`src/rtl/seg_scan_driver_pkg.sv`:
```
// Shared seven-segment constants and bus-width helpers for the display stages.
// Codes are active-low cathodes ordered {g,f,e,d,c,b,a}.
package seg_scan_driver_pkg;

  localparam int DIGIT_W = 4;

  localparam logic [6:0] SEG_0     = 7'h40;
  localparam logic [6:0] SEG_1     = 7'h79;
  localparam logic [6:0] SEG_2     = 7'h24;
  localparam logic [6:0] SEG_3     = 7'h30;
  localparam logic [6:0] SEG_4     = 7'h19;
  localparam logic [6:0] SEG_5     = 7'h12;
  localparam logic [6:0] SEG_6     = 7'h02;
  localparam logic [6:0] SEG_7     = 7'h78;
  localparam logic [6:0] SEG_8     = 7'h00;
  localparam logic [6:0] SEG_9     = 7'h10;
  localparam logic [6:0] SEG_A     = 7'h08;
  localparam logic [6:0] SEG_B     = 7'h03;
  localparam logic [6:0] SEG_C     = 7'h46;
  localparam logic [6:0] SEG_D     = 7'h21;
  localparam logic [6:0] SEG_E     = 7'h06;
  localparam logic [6:0] SEG_F     = 7'h0E;
  localparam logic [6:0] SEG_BLANK = 7'h7F;

  // Width of a packed bus carrying n 4-bit digits.
  function automatic int dig_bus_w(input int n);
    return DIGIT_W * n;
  endfunction

endpackage

```
`src/rtl/seg_scan_driver_decode.sv`:
```
// Combinational hex-to-seven-segment decoder with a blank override.
// Output is active-low; blank forces all segments off.
module seg7_decode
  import seg_scan_driver_pkg::*;
(
  input  logic [3:0] i_val,
  input  logic       i_blank,
  output logic [6:0] o_seg
);

  always_comb begin
    o_seg = SEG_BLANK;
    if (!i_blank) begin
      case (i_val)
        4'h0: o_seg = SEG_0;
        4'h1: o_seg = SEG_1;
        4'h2: o_seg = SEG_2;
        4'h3: o_seg = SEG_3;
        4'h4: o_seg = SEG_4;
        4'h5: o_seg = SEG_5;
        4'h6: o_seg = SEG_6;
        4'h7: o_seg = SEG_7;
        4'h8: o_seg = SEG_8;
        4'h9: o_seg = SEG_9;
        4'hA: o_seg = SEG_A;
        4'hB: o_seg = SEG_B;
        4'hC: o_seg = SEG_C;
        4'hD: o_seg = SEG_D;
        4'hE: o_seg = SEG_E;
        default: o_seg = SEG_F;
      endcase
    end
  end

endmodule

```
`src/rtl/seg_scan_driver.sv`:
```
// Time-multiplexed seven-segment scanner: per-frame input snapshot, leading-zero
// blanking, per-digit decimal points and 16-level PWM brightness.
module seg_scan_driver
  import seg_scan_driver_pkg::*;
#(
  parameter int NUM_DIGITS   = 4,
  parameter int REFRESH_LOG2 = 16
) (
  input  logic                               clk,
  input  logic                               reset,
  input  logic                               en,
  input  logic                               blank_lz,
  input  logic [dig_bus_w(NUM_DIGITS)-1:0]   dig_in,
  input  logic [NUM_DIGITS-1:0]              dp_in,
  input  logic [3:0]                         bright,
  output logic [NUM_DIGITS-1:0]              an,
  output logic [6:0]                         seg,
  output logic                               dp,
  output logic                               frame_tick
);

  localparam int IDX_W = $clog2(NUM_DIGITS);
  localparam logic [IDX_W-1:0]        LAST_IDX  = IDX_W'(NUM_DIGITS - 1);
  localparam logic [IDX_W-1:0]        IDX_ONE   = IDX_W'(1);
  localparam logic [REFRESH_LOG2-1:0] PRESC_MAX = '1;
  localparam logic [REFRESH_LOG2-1:0] PRESC_ONE = REFRESH_LOG2'(1);

  logic [REFRESH_LOG2-1:0]            r_presc;
  logic [IDX_W-1:0]                   r_idx;
  logic [dig_bus_w(NUM_DIGITS)-1:0]   r_shadow_dig;
  logic [NUM_DIGITS-1:0]              r_shadow_dp;
  logic [NUM_DIGITS-1:0]              r_an;
  logic [6:0]                         r_seg;
  logic                               r_dp;
  logic                               r_frame_tick;

  logic                               w_slot_end;
  logic                               w_frame_start;
  logic [3:0]                         w_cur_val;
  logic [NUM_DIGITS-1:0]              w_lz_mask;
  logic                               w_cur_blank;
  logic                               w_cur_dp;
  logic [3:0]                         w_pwm_top;
  logic                               w_on;
  logic [6:0]                         w_dec_seg;
  logic [NUM_DIGITS-1:0]              w_an_next;

  assign w_slot_end    = en && (r_presc == PRESC_MAX);
  assign w_frame_start = w_slot_end && (r_idx == LAST_IDX);

  assign w_cur_val   = r_shadow_dig[r_idx*DIGIT_W +: DIGIT_W];
  assign w_cur_blank = w_lz_mask[r_idx];
  assign w_cur_dp    = r_shadow_dp[r_idx];

  // Digit k is a leading zero when it and every higher digit are zero.
  always_comb begin
    logic v_zero_tail;
    w_lz_mask   = '0;
    v_zero_tail = 1'b1;
    for (int k = NUM_DIGITS - 1; k >= 1; k--) begin
      v_zero_tail  = v_zero_tail && (r_shadow_dig[k*DIGIT_W +: DIGIT_W] == 4'd0);
      w_lz_mask[k] = blank_lz && v_zero_tail;
    end
  end

  // Prescaler 0 is the anti-ghosting dead cycle. The prescaler==1 term keeps
  // bright=0 at one lit cycle even when the slot is exactly 16 cycles long.
  assign w_pwm_top = r_presc[REFRESH_LOG2-1 -: 4];
  assign w_on      = en && (r_presc != '0) &&
                     ((w_pwm_top <= bright) || (r_presc == PRESC_ONE));

  seg7_decode u_decode (
    .i_val   (w_cur_val),
    .i_blank (w_cur_blank),
    .o_seg   (w_dec_seg)
  );

  always_comb begin
    w_an_next = '1;
    if (w_on) w_an_next[r_idx] = 1'b0;
  end

  always_ff @(posedge clk or posedge reset) begin
    if (reset) begin
      r_presc      <= '0;
      r_idx        <= '0;
      r_shadow_dig <= '0;
      r_shadow_dp  <= '0;
      r_an         <= '1;
      r_seg        <= SEG_BLANK;
      r_dp         <= 1'b1;
      r_frame_tick <= 1'b0;
    end else begin
      if (en) begin
        r_presc <= r_presc + PRESC_ONE;
        if (w_slot_end) r_idx <= (r_idx == LAST_IDX) ? '0 : r_idx + IDX_ONE;
      end
      if (w_frame_start) begin
        r_shadow_dig <= dig_in;
        r_shadow_dp  <= dp_in;
      end
      r_frame_tick <= w_frame_start;
      r_an         <= w_an_next;
      r_seg        <= w_on ? w_dec_seg : SEG_BLANK;
      r_dp         <= ~(w_on && w_cur_dp);
    end
  end

  assign an         = r_an;
  assign seg        = r_seg;
  assign dp         = r_dp;
  assign frame_tick = r_frame_tick;

endmodule

```
`config.mk`:
```
export PLATFORM = sky130hd
export DESIGN_NAME = seg_scan_driver
export DESIGN_NICKNAME = d
export VERILOG_FILES = /design/src/rtl/seg_scan_driver_pkg.sv /design/src/rtl/seg_scan_driver_decode.sv /design/src/rtl/seg_scan_driver.sv
export SDC_FILE = /design/constraint.sdc
export NUM_CORES = 1
export LEC_CHECK = 0
export BUFFER_PORTS_ARGS = -buffer_cell sky130_fd_sc_hd__buf_4
export CAP_MARGIN = 20
export CORE_ASPECT_RATIO = 0.7
export CORE_MARGIN = 1.5
export CORE_UTILIZATION = 30
export DETAILED_ROUTE_END_ITERATION = 6
export PLACE_DENSITY_LB_ADDON = 0.08
export SLEW_MARGIN = 20
export SYNTH_ARGS = -nofsm -noshare
export SYNTH_HDL_FRONTEND = slang
export SYNTH_SLANG_ARGS = --single-unit
export TNS_END_PERCENT = 30
```
`constraint.sdc`:
```
create_clock -name clk -period 2.3 [get_ports clk]
set_clock_uncertainty 0.15 [all_clocks]
set_input_delay 0.115 -clock clk [delete_from_list [all_inputs] [get_ports clk]]
set_output_delay 0.115 -clock clk [all_outputs]
set_load 0.005 [all_outputs]
```
== After elaboration in Yosys (flattened, before gate mapping) ==
Memory sizes are Yosys's and may differ from the RTL's.
Index checks and enable logic that the tools add are counted.

* Logic and storage cells: 47
* Register bits: 51
* ROM bits: 112
* Memories: 1
* Output and inout port bits: 13

{| class="wikitable"
|+ Memory list
! memory !! depth !! bits a word !! read ports !! clocked after Yosys merged registers in !! wr ports !! RTL line !! source
|-
| (name not given) || 16 || 7 || 1 || 0 || 0 || seg_scan_driver_decode.sv:14 || <nowiki>case (i_val)</nowiki>
|}

* Bitwise operators: 2
* $lt $le $gt $ge: 3
* Shift operators: 1
* Eq/ne operators: 3
* Reductions and logical operators: 17
* Muxes and demuxes: 10
* Add/sub/neg operators: 2

{| class="wikitable"
|+ Operator list
! cell !! count
|-
| adder 16 x 1 -> 16 bit, second input constant || 1
|-
| equality test 16 x 1 -> 1 bit, second input constant || 1
|-
| equality test 16 bit, second input constant || 1
|-
| nonzero test 16 bit || 1
|-
| variable part select 16 x 5 -> 4 bit || 1
|-
| 2-to-1 mux 7 bit || 2
|-
| logical NOT 4 bit || 3
|-
| logical AND 1 bit || 11
|-
| binary-select mux 1 bit (select 2 bit) || 2
|-
| less-or-equal comparator 4 bit || 1
|-
| 2-to-1 mux 4 bit || 1
|-
| NOT 4 bit || 1
|-
| < comparator 2 x 3 -> 1 bit, second input constant || 1
|-
| 2-to-1 mux 1 bit || 3
|-
| adder 2 x 1 -> 2 bit, second input constant || 1
|-
| demux 1 bit (select 2 bit) || 1
|-
| equality test 2 bit, second input constant || 1
|-
| greater-or-equal comparator 2 x 1 -> 1 bit, second input constant || 1
|-
| 2-to-1 mux 2 bit || 1
|-
| AND reduction 2 bit || 1
|-
| logical OR 1 bit || 1
|-
| NOT 1 bit || 1
|}

== Depth between registers and ports, before layout ==
Gate-level depths: netlist of the first run.

* Depth in word-level cells: 8
* Gate-level depth with buffers: 8

== Hierarchy ==
A second synthesis of the first run with hierarchy kept.

* Cells, all modules: 228
* Area, all modules: 2813.9 µm²

{| class="wikitable"
|+ By module, submodules not included
! module !! sequential area each (µm²) !! times used !! cells each !! area each (µm²)
|-
| seg_scan_driver || 1291.2 || 1 || 193 || 2518.7
|-
| seg7_decode || 0.0 || 1 || 35 || 295.3
|}

== Least setup slack after synthesis of the first run ==
No wires, ideal clock.

* Path kind: register to register
* Start: register r_idx[0]
* End: register r_seg[4] (netlist: seg[4])
* Path buffers: 1
* Stages on the path, launching flop included: 6
* Clock period less this slack: 2.012 ns
* Arrival time: 1.778 ns
* Setup time: 0.084 ns
* Slack: 0.288 ns
* Required time: 2.066 ns
* Path through: dfrtp_1 -> buf_6 -> mux4_1 -> ha_1 -> mux2_4 -> o2111ai_1

* Cells in the longest elaborated chain, start to end: 4
* Elaborated cells between the ends (all ways): 6
* Those cells by class: shift: 1; mux: 4; memory: 1

{| class="wikitable"
|+ Ends and longest elaborated chain
! what !! RTL line !! source
|-
| start, declared || seg_scan_driver.sv:29 || <nowiki>logic [IDX_W-1:0] r_idx;</nowiki>
|-
| start signal, assigned || seg_scan_driver.sv:96 || <nowiki>if (w_slot_end) r_idx <= (r_idx == LAST_IDX) ? '0 : r_idx + IDX_ONE;</nowiki>
|-
| variable part select 16 x 5 -> 4 bit or binary-select mux 1 bit (select 2 bit) (tied branches) || seg_scan_driver.sv:51, seg_scan_driver.sv:52 ||
|-
| memory (16 x 7 bit) or 2-to-1 mux 1 bit (tied branches) || n/a ||
|-
| 2-to-1 mux 7 bit (*) || seg_scan_driver_decode.sv:13 || <nowiki>if (!i_blank) begin</nowiki>
|-
| 2-to-1 mux 7 bit (*) || seg_scan_driver.sv:104 || <nowiki>r_seg <= w_on ? w_dec_seg : SEG_BLANK;</nowiki>
|-
| end signal, assigned || seg_scan_driver.sv:104 ||
|-
| end, declared || seg_scan_driver.sv:33 || <nowiki>logic [6:0] r_seg;</nowiki>
|}

Mark *: on every way between the ends. The rest lies on a longest branch, timed or not. The select of a mux whose other input is x is not followed.
A chain may end at the register's enable or synchronous reset.

== Worst setup path in the final report of the first run ==
* Start: register r_idx[0]
* End: register r_seg[3] (netlist: seg[3])

The elaborated chain is that of the path after synthesis.

==> flow_summary.ini, run 1 <==
[run_status]
status = finished, final reports clean

[cells_and_area]
fin_area_mm2 = 0.00340
antenna-diode-count = 0
layout.nets = 332
area_growth_pct = 32.0
final_layout_size_suffix_gt1_share_pct = 34.0

[drt]
wl_mm = 5.53
drt_iter0_drc = 77
via_per_inst = 4.57
dr_wl_met2_mm = 2.04
wl_met3_um = 242
top_layer_used = met4
wl_met1_mm = 3.19
drc_errors = 0
post_drt_wl_per_cell_um = 14.1
firstDrtPassIters = 4
drtAntennaViolNets = 0
vias = 1796

[synthesis]
netlist_instances = 216
ys_warn_count = 0
synthesis.nets = 261
synth.largest_area_cell = dfrtp_1
synth_area_leaders = dfrtp_1 (38%), dfstp_2 (12%), mux2_2 (9.6%)
synth_edf_count = 0
netlist_area_mm2 = 0.00258
dominantRegCellSynth = dfrtp_1
syn_avg_cell_area_um2 = 11.9
async_flop_share_pct = 100
synth_seq_cells = 51
synth_top_area_share_pct = 37.8
ys_seq_area_share_pct = 50.0
synth.distinct_cells = 37

[die]
ioPinCount = 41
die_y_um = 80.6
die-area_mm2 = 0.00917
rows = 28
die_w_um = 114
start_util_pct = 30.7
fp.coreArea_mm2 = 0.00841

[sta]
finalCriticalPeriod_ns = 2.05
post-route-period-util_pct = 89.3
setup_viol = 0
grt_setup_unrepaired = no
slew_headroom_pct = 76.2
fin_hold_ws_ns = 0.160
hold_violations = 0
drv_slew = 0
worst_pin_slew_ns = 0.354
setup_tns_ns = 0
fmax_ghz = 0.487

[power_and_ir_drop]
cellPowerDensity_mw_per_mm2 = 601
cellLeakagePower_uw = 0.00159
irDropWorstVdd_mv = 0.186

[clock_tree]
postCtsSetupBuffers = 0
cts_sinks = 51
htree_levels = 2
cts_made_buffers = 5
clockRootBuffer = clkbuf_16
cts_tree = built
clkTransAtPathRegs_ns = 0.06
insertion_delay_ns = 0.29
clockBufferDepth = 2

[global_route]
antenna_found_initial = 0
grt_max_degree = 27
grt_pass1_wl_mm = 9.37
track_usage_pct = 13.5
grt_pass1_vias = 1851
globalRoute.totalOverflow = 0

[critical_path]
r2r_end = seg[3]
path_max_fanout = 6
crit_type = flip-flop to flip-flop
reg2reg_slack_ns = 0.25
worstSetupEndpointType = flip-flop
worstPathArrival_ns = 2.12
regToRegStartpoint = r_idx[0]
startpoint_type = flip-flop
r2r.worst_path.cells = 7
worstPathRequired_ns = 2.37

[worst_hold_path]
holdPathEnd = seg[5]
worst_hold_path_type = input port to flip-flop
min_path_cells = 3
min_from = blank_lz

[placed_design]
hpwl_mm = 4.03
placed_area_mm2 = 0.00304
gp_congestion = 0.756
port_buffers = 40

[run]
cap_violations = 0
## logic make-up after synthesis
kind of cell	Yosys count	share of synthesized area [%]
xor gates and xnor gates	15	5.09
and+or+nand+nor	65	12.9
buffers and inverters	22	4.27
adders and majority gates	17	8.24
DFF	51	50.0
AOI/OAI and AO/OA	18	4.61
muxes	28	14.8
## sequential cells by signal, indices dropped and copies added, names as in the netlist
name          flops
r_idx             2
r_shadow_dig     16
seg               7
r_shadow_dp       4
r_presc          16
an                4
dp                1
frame_tick        1
## Yosys cell counts (3+ instances only)
master / n
o2111ai_1: 3
inv_1: 15
dfstp_2: 12
nand4_1: 6
mux4_2: 3
ha_1: 17
mux2_2: 22
xor2_1: 6
nand3_1: 9
o21ai_0: 5
nand2_1: 18
nor3_1: 3
a21oi_1: 6
nor4_1: 6
xnor2_1: 9
buf_4: 3
dfrtp_1: 39
nor2_1: 10
## repair_timing
action                                 CTS  global route
setup endpoints to repair                0             0
endpoints found under the hold margin   63             0
resized for setup                        0             0
hold buffers                            22             0
## metal layers
layer / up-vias / GRT usage (%)
met5: - / 0
met4: 0 / 3.75
met3: 4 / 3.62
met2: 33 / 17.4
met1: 860 / 21.2
li1: 899 / -
## how the worst max path moves through the flow
| stage | start | to | slack (ns) | cells past startpoint |
|---|---|---|---|---|
| final | r_idx[0] | seg[3] | 0.25 | 7 |
| after CTS | r_idx[0] | seg[3] | 0.24 | 7 |
| after detailed placement | r_idx[0] | seg[3] | 0.26 | 7 |
| after floorplan | r_idx[0] | seg[4] | 0.29 | 5 |
| after global placement | r_idx[0] | seg[5] | 0.28 | 6 |
| after global routing | r_idx[0] | seg[3] | 0.08 | 7 |
## through the flow
step                setup WS (ns)  cells  power [uW]  util [%]
floorplan                   0.288    216        1170         -
global placement            0.276    363        1290      36.1
detailed placement          0.258    363        1290      36.1
CTS                         0.244    393        2080      40.5
global route               0.0755    393        2160      40.5
finish                      0.246    393        2050      40.5
## power breakdown
part	switching, uW	internal, uW	leakage [uW]
Sequential	72.9	963	0.000645
Combinational	119	147	0.000874
Clock	314	430	0.0000716
## layout make-up
class	count	area (um^2)
sequential	51	1290
inverter	15	56.3
multi-input combinational	143	1180
clock buffer	7	143
clock inverter	1	3.75
timing repair buffer	71	601
tap	105	131
fill	823	5000
## layout by cell type (no fill, tap or decap), types with 10 or more instances in the layout
| master | n |
|---|---|
| inv_1 | 14 |
| dfrtp_1 | 39 |
| buf_4 | 48 |
| mux2_2 | 22 |
| dlygate4sd3_1 | 22 |
| nor2_1 | 10 |
| ha_1 | 17 |
| nand2_1 | 18 |
| dfstp_2 | 12 |
## worst max-delay path, stage by stage (launching register included)
cell and delay (ns):
dfrtp_1 0.40, mux4_1 0.70, inv_1 0.16, ha_1 0.24, nor2_1 0.07, a21oi_1 0.11
o21ai_0 0.08, nand3_1 0.09
No activity file was read; power rests on OpenSTA's default activity.
==> inputs of run 2 (changes only) <==
--- a/config.mk
+++ b/config.mk
@@ -8,7 +8,7 @@
 export BUFFER_PORTS_ARGS = -buffer_cell sky130_fd_sc_hd__buf_4
 export CAP_MARGIN = 20
 export CORE_ASPECT_RATIO = 0.7
-export CORE_MARGIN = 1.5
+export CORE_MARGIN = 3
 export CORE_UTILIZATION = 30
 export DETAILED_ROUTE_END_ITERATION = 6
 export PLACE_DENSITY_LB_ADDON = 0.08
==> constraint.sdc (replaced) <==
create_clock -name clk -period 1.7 [get_ports clk]
set_clock_uncertainty 0.15 [all_clocks]
set_input_delay 0.085 -clock clk [delete_from_list [all_inputs] [get_ports clk]]
set_output_delay 0.085 -clock clk [all_outputs]
set_load 0.005 [all_outputs]
==> run 2 against run 1 <==
Against the previous run:
- the flow now finishes with violations (setup timing)
- first-iteration DRC count down 3.9%
- critical path depth unchanged
- wire length up 15%
- design area up 20%
- die area up 6.5%
- critical endpoint is now r_shadow_dig[3]
- largest cell class is now multi-input gates
- highest routed layer unchanged
==> flow_summary.ini, run 2 (synthesis gave the netlist of run 1 again) <==
[critical_path]
startpoint_type = flip-flop
worstSetupEndpointType = flip-flop
path_max_fanout = 10
reg2reg_slack_ns = -0.26
regToRegStartpoint = r_presc[9]
worstPathArrival_ns = 1.98
crit_type = flip-flop to flip-flop
worstPathRequired_ns = 1.72
r2r.worst_path.cells = 7
r2r_end = r_shadow_dig[3]

[clock_tree]
cts_sinks = 51
htree_levels = 2
clockBufferDepth = 2
clkTransAtPathRegs_ns = 0.07
cts_tree = built
clockRootBuffer = clkbuf_16
cts_made_buffers = 5
insertion_delay_ns = 0.28

[power_and_ir_drop]
p_clk_share_pct = 40.2
cellPowerDensity_mw_per_mm2 = 780
p_total_uw = 3170
combPwrFrac_pct = 16.9
p_int_uw = 2450
power_frac_seq_pct = 42.9
cellLeakagePower_uw = 0.00192
irDropWorstVdd_mv = 0.383
switching_share_pct = 22.9
p_sw_uw = 727

[global_route]
globalRoute.totalOverflow = 0
grt_max_degree = 52
grt_pass1_vias = 2073
grt_pass1_wl_mm = 10.6
antenna_found_initial = 0
track_usage_pct = 13.7

[placed_design]
port_buffers = 40
placed_cells = 397
gp_congestion = 0.838
hpwl_mm = 4.33
dp_slack_ns = -0.349

[sta]
grt_setup_unrepaired = yes
fmax_ghz = 0.509
final.setup.worst_slack_ns = -0.265
finalCriticalPeriod_ns = 1.96
slew_headroom_pct = 77.0
setup_viol = 34
drv_slew = 0
worst_pin_slew_ns = 0.344
post-route-period-util_pct = 116
fin_hold_ws_ns = 0.0680
hold_violations = 0

[drt]
vias = 2029
via_per_inst = 4.62
firstDrtPassIters = 4
drc_errors = 0
drtAntennaViolNets = 0
wl_mm = 6.38
drt_iter0_drc = 74
post_drt_wl_per_cell_um = 14.5

[cells_and_area]
antenna-diode-count = 0
finalNonFillerCells = 439
final_layout_size_suffix_gt1_share_pct = 53.0
area_growth_pct = 57.8
layout.nets = 382
final_cell_mix = buf_4 (92), dfrtp_1 (37), dlygate4sd3_1 (22), mux2_2 (20), nand2_1 (14)
final_common_cell = buf_4

[die]
rows = 27
die_y_um = 83.6
die-area_mm2 = 0.00977
start_util_pct = 31.8
fp.coreArea_mm2 = 0.00811
die_w_um = 117
ioPinCount = 41

[run_status]
status = finished with violations
violations = setup timing

[run]
cap_violations = 0

[worst_hold_path]
min_path_cells = 4
min_from = blank_lz
worst_hold_path_type = input port to flip-flop
holdPathEnd = seg[4]
==> run 2: layout make-up <==
class	instances	area, um^2
well taps	101	126
fillers	743	4040
clock inverters	3	67.6
flip-flops and latches	51	1290
repair buffers	120	1030
clock buffers	5	125
inverters	15	58.8
multi-input cells	144	1370
==> run 2: worst max-delay path by stage <==
stage	cells past startpoint	start	end	slack, ns
after floorplan	5	r_idx[0]	seg[4]	-0.19
after global placement	6	r_presc[10]	seg[6]	-0.32
after detailed placement	6	r_presc[10]	seg[6]	-0.35
after CTS	6	r_idx[0]	seg[3]	-0.22
after global routing	8	r_presc[10]	r_shadow_dig[3]	-0.35
final	7	r_presc[9]	r_shadow_dig[3]	-0.26
==> run 2: stage by stage <==
| stage | TNS [ns] | area [um^2] | util [%] |
|---|---|---|---|
| 2_1_floorplan | -4.85 | 2610 | - |
| 3_3_place_gp | -7.57 | 3360 | 41.5 |
| 3_5_place_dp | -7.30 | 3360 | 41.5 |
| 4_1_cts | -6.05 | 3920 | 48.3 |
| 5_1_grt | -10.42 | 4070 | 50.2 |
| 6_report | -6.79 | 4070 | 50.2 |
==> run 2: power groups by stage <==
stage	sequential [uW]	combinational [uW]	clock [uW]
5_1_grt	1370	598	1370
3_3_place_gp	1390	485	0
3_5_place_dp	1380	489	0
2_1_floorplan	1410	191	0
6_report	1360	535	1280
4_1_cts	1360	532	1310
==> run 2: routing by layer <==
metal | vias up | global-route usage, % | wire (um) | share of wire [%]
li1 | 1004 | - | - | -
met1 | 972 | 24.3 | 3680 | 58
met2 | 49 | 16.7 | 2360 | 37
met3 | 4 | 2.83 | 304 | 4.8
met4 | 0 | 1.25 | 34 | 0.53
met5 | - | 0 | 0 | 0
==> run 2: timing repair <==
| item | CTS | global route |
|---|---|---|
| buffers inserted | 5 | 3 |
| pin swaps | 2 | 4 |
| hold buffers | 22 | 0 |
| gates cloned | 2 | 2 |
| gates resized for setup | 15 | 19 |
| endpoints found under the setup margin | 34 | 36 |
| endpoints found under the hold margin | 73 | 0 |
==> run 2: worst max-delay path, stage by stage (launching register included) <==
cell,delay [ns]
dfrtp_1,0.39
buf_4,0.13
and4_1,0.26
nand2_4,0.07
nor3_4,0.21
buf_12,0.14
clkbuf_16,0.16
mux2_2,0.34
